`config.mk`:
```
export PLATFORM = sky130hd
export DESIGN_NAME = speed_cmp_bank_flat
export DESIGN_NICKNAME = d
export VERILOG_FILES = /design/src/rtl/speed_cmp_bank_if.sv /design/src/rtl/speed_cmp_bank.sv /design/src/flat_wrapper.sv
export SDC_FILE = /design/constraint.sdc
export NUM_CORES = 1
export LEC_CHECK = 0
export BUFFER_PORTS_ARGS = -buffer_cell sky130_fd_sc_hd__buf_2
export CAP_MARGIN = 40
export CORE_UTILIZATION = 30
export CTS_CLUSTER_DIAMETER = 80
export DETAILED_ROUTE_END_ITERATION = 12
export PLACE_DENSITY = 0.54
export SLEW_MARGIN = 40
export SYNTH_ARGS = -nofsm -noshare
export SYNTH_HDL_FRONTEND = slang
export SYNTH_SLANG_ARGS = --single-unit
```
`constraint.sdc`:
```
create_clock -name clk -period 3.15 [get_ports clk]
set_input_delay 0.315 -clock clk [delete_from_list [all_inputs] [get_ports clk]]
set_output_delay 0.315 -clock clk [all_outputs]
set_load 0.005 [all_outputs]
```
`src/rtl/speed_cmp_bank_if.sv`:
```
// Sample/compare bus for speed_cmp_bank: strobed measurement inputs and
// per-channel region and sticky flags.
interface speed_cmp_bank_if #(
    parameter int WIDTH = 8,
    parameter int NCH   = 2
);
    logic                 en;
    logic [NCH*WIDTH-1:0] meas;
    logic [NCH*WIDTH-1:0] target;
    logic [NCH-1:0]       clr;
    logic [NCH-1:0]       below;
    logic [NCH-1:0]       inwin;
    logic [NCH-1:0]       above;
    logic [NCH-1:0]       sticky_below;
    logic [NCH-1:0]       sticky_above;
    logic                 irq;

    modport master (
        output en, meas, target, clr,
        input  below, inwin, above, sticky_below, sticky_above, irq
    );

    modport slave (
        input  en, meas, target, clr,
        output below, inwin, above, sticky_below, sticky_above, irq
    );
endinterface

```
`src/rtl/speed_cmp_bank.sv`:
```
// Bank of NCH debounced window comparators: each channel classifies meas
// against target +/- TOL and commits a region after DEB matching samples.
module speed_cmp_bank #(
    parameter int WIDTH = 8,
    parameter int NCH   = 2,
    parameter int TOL   = 2,
    parameter int DEB   = 3
) (
    input  logic            clk,
    input  logic            reset,
    speed_cmp_bank_if.slave bus
);
    typedef enum logic [1:0] {
        ST_UNKNOWN,
        ST_BELOW,
        ST_INWIN,
        ST_ABOVE
    } state_t;

    localparam logic [WIDTH:0] TOL_W = (WIDTH+1)'(TOL);
    localparam logic [3:0]     DEB_C = 4'(DEB);

    state_t         state_q [NCH];
    state_t         state_d [NCH];
    state_t         cand_q  [NCH];
    state_t         cand_d  [NCH];
    state_t         raw     [NCH];
    logic [3:0]     cnt_q   [NCH];
    logic [3:0]     cnt_d   [NCH];
    logic [3:0]     cnt_inc [NCH];
    logic [WIDTH:0] meas_x  [NCH];
    logic [WIDTH:0] tgt_x   [NCH];

    logic [NCH-1:0] below_q;
    logic [NCH-1:0] inwin_q;
    logic [NCH-1:0] above_q;
    logic [NCH-1:0] sticky_below_q;
    logic [NCH-1:0] sticky_below_d;
    logic [NCH-1:0] sticky_above_q;
    logic [NCH-1:0] sticky_above_d;
    logic           irq_q;

    // One extra bit on both sides keeps meas+TOL and target+TOL from wrapping.
    always_comb begin
        for (int unsigned i = 0; i < NCH; i++) begin
            meas_x[i] = {1'b0, bus.meas[i*WIDTH +: WIDTH]};
            tgt_x[i]  = {1'b0, bus.target[i*WIDTH +: WIDTH]};
            if (meas_x[i] + TOL_W < tgt_x[i]) begin
                raw[i] = ST_BELOW;
            end else if (meas_x[i] > tgt_x[i] + TOL_W) begin
                raw[i] = ST_ABOVE;
            end else begin
                raw[i] = ST_INWIN;
            end
        end
    end

    always_comb begin
        for (int unsigned i = 0; i < NCH; i++) begin
            state_d[i] = state_q[i];
            cand_d[i]  = cand_q[i];
            cnt_d[i]   = cnt_q[i];
            cnt_inc[i] = '0;
            if (bus.en) begin
                if (raw[i] == state_q[i]) begin
                    cnt_d[i] = '0;
                end else begin
                    if (raw[i] == cand_q[i] && cnt_q[i] != '0) begin
                        cnt_inc[i] = cnt_q[i] + 4'd1;
                    end else begin
                        cand_d[i]  = raw[i];
                        cnt_inc[i] = 4'd1;
                    end
                    if (cnt_inc[i] == DEB_C) begin
                        state_d[i] = raw[i];
                        cnt_d[i]   = '0;
                    end else begin
                        cnt_d[i] = cnt_inc[i];
                    end
                end
            end
            // An entry on the same edge as clr keeps the flag set.
            sticky_below_d[i] = (state_d[i] == ST_BELOW && state_q[i] != ST_BELOW)
                                || (sticky_below_q[i] && !bus.clr[i]);
            sticky_above_d[i] = (state_d[i] == ST_ABOVE && state_q[i] != ST_ABOVE)
                                || (sticky_above_q[i] && !bus.clr[i]);
        end
    end

    always_ff @(posedge clk) begin
        if (reset) begin
            for (int unsigned i = 0; i < NCH; i++) begin
                state_q[i] <= ST_UNKNOWN;
                cand_q[i]  <= ST_INWIN;
                cnt_q[i]   <= '0;
            end
            below_q        <= '0;
            inwin_q        <= '0;
            above_q        <= '0;
            sticky_below_q <= '0;
            sticky_above_q <= '0;
            irq_q          <= 1'b0;
        end else begin
            for (int unsigned i = 0; i < NCH; i++) begin
                state_q[i] <= state_d[i];
                cand_q[i]  <= cand_d[i];
                cnt_q[i]   <= cnt_d[i];
                below_q[i] <= (state_d[i] == ST_BELOW);
                inwin_q[i] <= (state_d[i] == ST_INWIN);
                above_q[i] <= (state_d[i] == ST_ABOVE);
            end
            sticky_below_q <= sticky_below_d;
            sticky_above_q <= sticky_above_d;
            irq_q          <= (|sticky_below_d) || (|sticky_above_d);
        end
    end

    assign bus.below        = below_q;
    assign bus.inwin        = inwin_q;
    assign bus.above        = above_q;
    assign bus.sticky_below = sticky_below_q;
    assign bus.sticky_above = sticky_above_q;
    assign bus.irq          = irq_q;

endmodule

```
`src/flat_wrapper.sv`:
```
// flat-port wrapper written by rule: the top's interface ports become plain ports
module speed_cmp_bank_flat 
#(
    parameter int WIDTH = 8,
    parameter int NCH   = 2,
    parameter int TOL   = 2,
    parameter int DEB   = 3
)
  (clk, reset, bus_en, bus_meas, bus_target, bus_clr, bus_below, bus_inwin, bus_above, bus_sticky_below, bus_sticky_above, bus_irq);
  speed_cmp_bank_if #(.WIDTH(WIDTH), .NCH(NCH)) bus_i ();
  input  logic clk;
  input  logic reset;
  input wire logic [$bits(bus_i.en)-1:0] bus_en;
  input wire logic [$bits(bus_i.meas)-1:0] bus_meas;
  input wire logic [$bits(bus_i.target)-1:0] bus_target;
  input wire logic [$bits(bus_i.clr)-1:0] bus_clr;
  output wire logic [$bits(bus_i.below)-1:0] bus_below;
  output wire logic [$bits(bus_i.inwin)-1:0] bus_inwin;
  output wire logic [$bits(bus_i.above)-1:0] bus_above;
  output wire logic [$bits(bus_i.sticky_below)-1:0] bus_sticky_below;
  output wire logic [$bits(bus_i.sticky_above)-1:0] bus_sticky_above;
  output wire logic [$bits(bus_i.irq)-1:0] bus_irq;
  assign bus_i.en = bus_en;
  assign bus_i.meas = bus_meas;
  assign bus_i.target = bus_target;
  assign bus_i.clr = bus_clr;
  assign bus_below = bus_i.below;
  assign bus_inwin = bus_i.inwin;
  assign bus_above = bus_i.above;
  assign bus_sticky_below = bus_i.sticky_below;
  assign bus_sticky_above = bus_i.sticky_above;
  assign bus_irq = bus_i.irq;
  speed_cmp_bank #(.WIDTH(WIDTH), .NCH(NCH), .TOL(TOL), .DEB(DEB)) u_core (.clk(clk), .reset(reset), .bus(bus_i));
endmodule
```
; ---- Word-level counts from Yosys, hierarchy flattened
; Memory sizes are Yosys's and may differ from the RTL's.
; Cells that the tools add are included.
[word_totals]
register_bits = 11
ram_bits = 16
mem_count = 3
rom_bits = 0
elab_cells = 99
latchBits = 0
[op_classes]
magnitude_cmp = 4
multipliers = 0
n_reduce_logical = 21
add_sub_neg = 6
bitwise = 6
shift = 0
eq_ne = 16
div = 0
muxes = 37
[memory_table]
columns = memory, words, width, read_ports, rd_ports_with_merged_regs, wr, line_no
row1 = u_core.cnt_q, 2, 4, 2, 0, 2, speed_cmp_bank.sv:28  ; logic [3:0] cnt_q [NCH];
row2 = u_core.cand_q, 2, 2, 2, 0, 2, speed_cmp_bank.sv:25  ; state_t cand_q [NCH];
row3 = u_core.state_q, 2, 2, 2, 0, 2, speed_cmp_bank.sv:23  ; state_t state_q [NCH];
[op_table]
columns = cell, n
row1 = 2-to-1 mux 4 bit, 14
row2 = "adder 8 x 2 -> 9 bit, second input constant", 4
row3 = 2-to-1 mux 2 bit, 18
row4 = > comparator 8 x 9 -> 1 bit, 2
row5 = less-than comparator 9 x 8 -> 1 bit, 2
row6 = logical AND 1 bit, 10
row7 = "adder 4 x 1 -> 4 bit, second input constant", 2
row8 = equality test 2 bit, 4
row9 = "equality test 2 bit, second input constant", 4
row10 = "equality test 4 x 2 -> 1 bit, second input constant", 2
row11 = nonzero test 4 bit, 2
row12 = bitwise OR 1 bit, 6
row13 = logical OR 1 bit, 5
row14 = 2-to-1 mux 1 bit, 5
row15 = "equality test 2 x 1 -> 1 bit, second input constant", 2
row16 = "!= test 2 x 1 -> 1 bit, second input constant", 2
row17 = "!= test 2 bit, second input constant", 2
row18 = OR reduction 2 bit, 2
row19 = logical NOT 1 bit, 2

; ---- Logic depth before layout (Yosys ltp)
[depth]
depth_word = 18
depth_mapped = 14
depth_no_buf = 13

; ---- Worst setup path after synthesis
; No wires, ideal clock.
[synth_path]
path_kind = input to register
start = input port bus_target[13]
end = memory u_core.cnt_q[1][2] (netlist: u_core.cnt_q[0][6])
slack_ns = 0.294
cell_stages = 14
arrival_time_ns = 2.798
path_cell_list = inv_2 > nor3_1 > nand3_1 > xnor2_1 > ha_1 > and3_1 > nand3_2 > o31ai_2 > o221ai_2 > xor2_1 > a31o_1 > buf_6 > a2111oi_2 > a21o_1
[synth_lines]
columns = item, line_no
row1 = start: declaration, flat_wrapper.sv:15  ; input wire logic [$bits(bus_i.target)-1:0] bus_target;
row2 = end: declaration, speed_cmp_bank.sv:28

==> flow_summary.yaml <==
detailed_routing:
  first_iter_violations: 69
  ant_nets: 0
  finalWirelength_um: 6140
  wl_per_cell_um: 12.7
  drtPass1Iterations: 4
  drc_errors: 0
  vias_per_cell: 5.04
  vias: 2434
layout:
  seqCellArea_um2: 541
  multi_input_area_um2: 1900
  final_cells: 483
  area_delta_synth_final_pct: 19.3
  layout-drive-gt1-share_pct: 21.2
  num_antenna_cells: 0
  finalNetCount: 454
  fill_cells: 875
timing:
  setup_viol: 0
  worstMarginPinSlew_ns: 0.495
  finalHoldViolations: 0
  skew_ns: 0.00435
  hold_slack_ns: 0.356
  timing.fmax_mhz: 363
  period_share_pct: 87.5
  drv_slew: 0
  relSlewSlack_pct: 66.9
  rsz0062_at_grt: "false"
  min_period_ns: 2.76
  fin_ws_ns: 0.394
yosys:
  synth_top_family_by_area: "simple AND/OR/NAND/NOR gates"
  yosys.area_share.adder_pct: 18.4
  synthArstFlopShare_pct: 0
  ys_seq_area_share_pct: 20.9
  synth_nets: 394
  yosys-top-cells-count: "ha_1, dfxtp_1, inv_1, nor2_1, nand2_1"
  synth_seq_cells: 27
  yosys_warnings: 0
  synth_mux_area_share_pct: 1.99
  synth_compound_area_share_pct: 21.1
  avgSynthCellArea_um2: 8.09
  syn_inst: 319
  synth.most_common_cell: "ha_1"
  synth_xor_area_share_pct: 8.82
  synth_top_cell_area_share_pct: 20.9
  ys_top_cells_by_area: "dfxtp_1, ha_1, xnor2_1, inv_1, nand3_1"
  ys_types: 59
  synth-simple-area-share_pct: 23.0
  synth_flop_cell: "dfxtp_1"
  synth_top_area_cell: "dfxtp_1"
  synthesis.area_um2: 2580
  synth-edff-count: 0
status:
  outcome: "finished clean"
worst_setup_path:
  path_class: "primary input to flop"
  start_kind: "primary input"
  critPathCaptureType: "flop"
  critical_path_peak_fanout: 8
  required_ns: 3.32
  cp.arrival_ns: 2.93
  r2r_slack_ns: 0.75
global_route:
  antenna_found_initial: 0
  grt_pass1_vias: 2396
  grt_use_total_pct: 14.2
  grt_max_degree: 23
  globalRouteOverflowTotal: 0
  grt_pass1_wl_um: 10400
die:
  initial_utilization_pct: 31.3
  die_x_um: 94.8
  core_um2: 8260
  num_rows: 33
  dieArea_um2: 8980
  die_h_um: 94.8
  io_pins: 48
clock_network:
  clk_latency_ns: 0.27
  cts_buffers: 3
  htree_levels: 1
  ctsHoldBuffers: 0
  clock_sinks: 27
  cts.clk_slew.worst_paths_ns: 0.09
  cts_setup_buffers: 0
  clockBufferDepth: 2
  cts-resized-gates: 0
  cts_root_buffer: "clkbuf_8"
  cts_tree: "done"
power:
  vdd_ir_drop_max_mv: 0.104
  power.leakage_uw: 0.00146
  p_per_area_nw_per_um2: 284
place:
  hpwlAfterDp_um: 5150
  dp.cells: 479
  gpl.final_weighted_congestion: 0.827
  place_ws_ns: -0.00292
  port_buffers: 47
hold_path:
  hold_class: "primary input to flop"
job:
  cap_violations: 0
-- cell families after synthesis --
family / Yosys count
mux: 5
fa+ha+maj: 38
compound gates: 71
xor+xnor: 26
simple gates: 115
flops: 27
buf+inv: 37
-- path summary, 6_finish.rpt --
kind / to / startpoint / cells after the start
setup / recovery: u_core.cnt_q[0][7] / bus_target[13] / 14
hold / removal: u_core.bus.sticky_above[0] / bus_clr[0] / 4
setup reg to reg: u_core.bus.sticky_above[1] / u_core.cnt_q[0][4] / 10
hold reg to reg: u_core.bus.sticky_above[0] / u_core.bus.sticky_above[0] / 2
-- placed cells by master (no fill, tap or decap), types with 3 or more instances in the layout --
master     n
a211o_1    3
a32o_1     3
inv_1     26
nand2b_1   4
mux2i_1    4
nor3b_1    3
o21a_1     4
a31oi_1    4
nor4_1     3
o211ai_1   4
buf_2     47
nand4_1    6
nand3_1   19
a21oi_1   13
xnor2_1   20
xor2_1     6
nand2_1   22
dfxtp_1   27
and2_1     6
a21o_1     6
ha_1      38
o21ai_0    3
nor3_1     7
buf_4     16
nor2b_1    7
o21ai_1    3
clkbuf_8   3
nor2_1    24
and3_1     5
inv_2      3
o31ai_1    4
-- per-layer routing --
metal  vias to the layer above  share of wire, %  global-route usage, %  routed length [um]
met5                         -                 0                      0                   0
met4                         0               1.8                   4.29                 110
met3                        11               3.4                  0.966                 208
met2                        54                46                   24.2                2820
met1                      1100                49                   19.1                3000
li1                       1269                 -                      -                   -
-- registers in the layout, indices dropped and copies added, names as in the netlist --
name / count
u_core.bus.inwin: 2
u_core.cand_q: 4
u_core.bus.sticky_above: 2
u_core.bus.sticky_below: 2
u_core.bus.above: 2
u_core.bus.irq: 1
u_core.bus.below: 2
u_core.state_q: 4
u_core.cnt_q: 8
-- layout make-up --
type | count | area share [%]
Sequential cell | 27 | 17.5
Timing Repair Buffer | 63 | 11.5
Tap cell | 105 | 4.26
Multi-Input combinational cell | 255 | 61.7
Inverter | 29 | 3.53
Clock buffer | 4 | 1.46
-- stage by stage --
step           TNS (ns)  power (uW)  area (um^2)  utilization (%)
6_report              0         873         3080             37.3
5_1_grt               0         935         3080             37.3
4_1_cts               0         877         3070             37.2
3_5_place_dp   -0.00467         682         3030             36.7
3_3_place_gp          0         678         3030             36.7
2_1_floorplan         0         574         2580                -
-- report_power, final --
part / switching (uW) / leakage (uW) / total (uW) / internal [uW]
clock network: 108 / 0.0000228 / 198 / 90.8
registers: 13.3 / 0.000219 / 363 / 349
logic: 169 / 0.00121 / 313 / 143
-- worst max-delay path, cell delays in order --
cell and delay [ns]:
buf_2 0.09, inv_2 0.04, nor3_2 0.23, nand3_1 0.12, xnor2_1 0.14, ha_1 0.29, and3_1 0.19, nand3_2 0.09
buf_4 0.14, o221ai_2 0.32, xor2_1 0.20, a31o_1 0.34, o32ai_1 0.14, mux2_2 0.28
No activity file was read; power rests on OpenSTA's default activity.
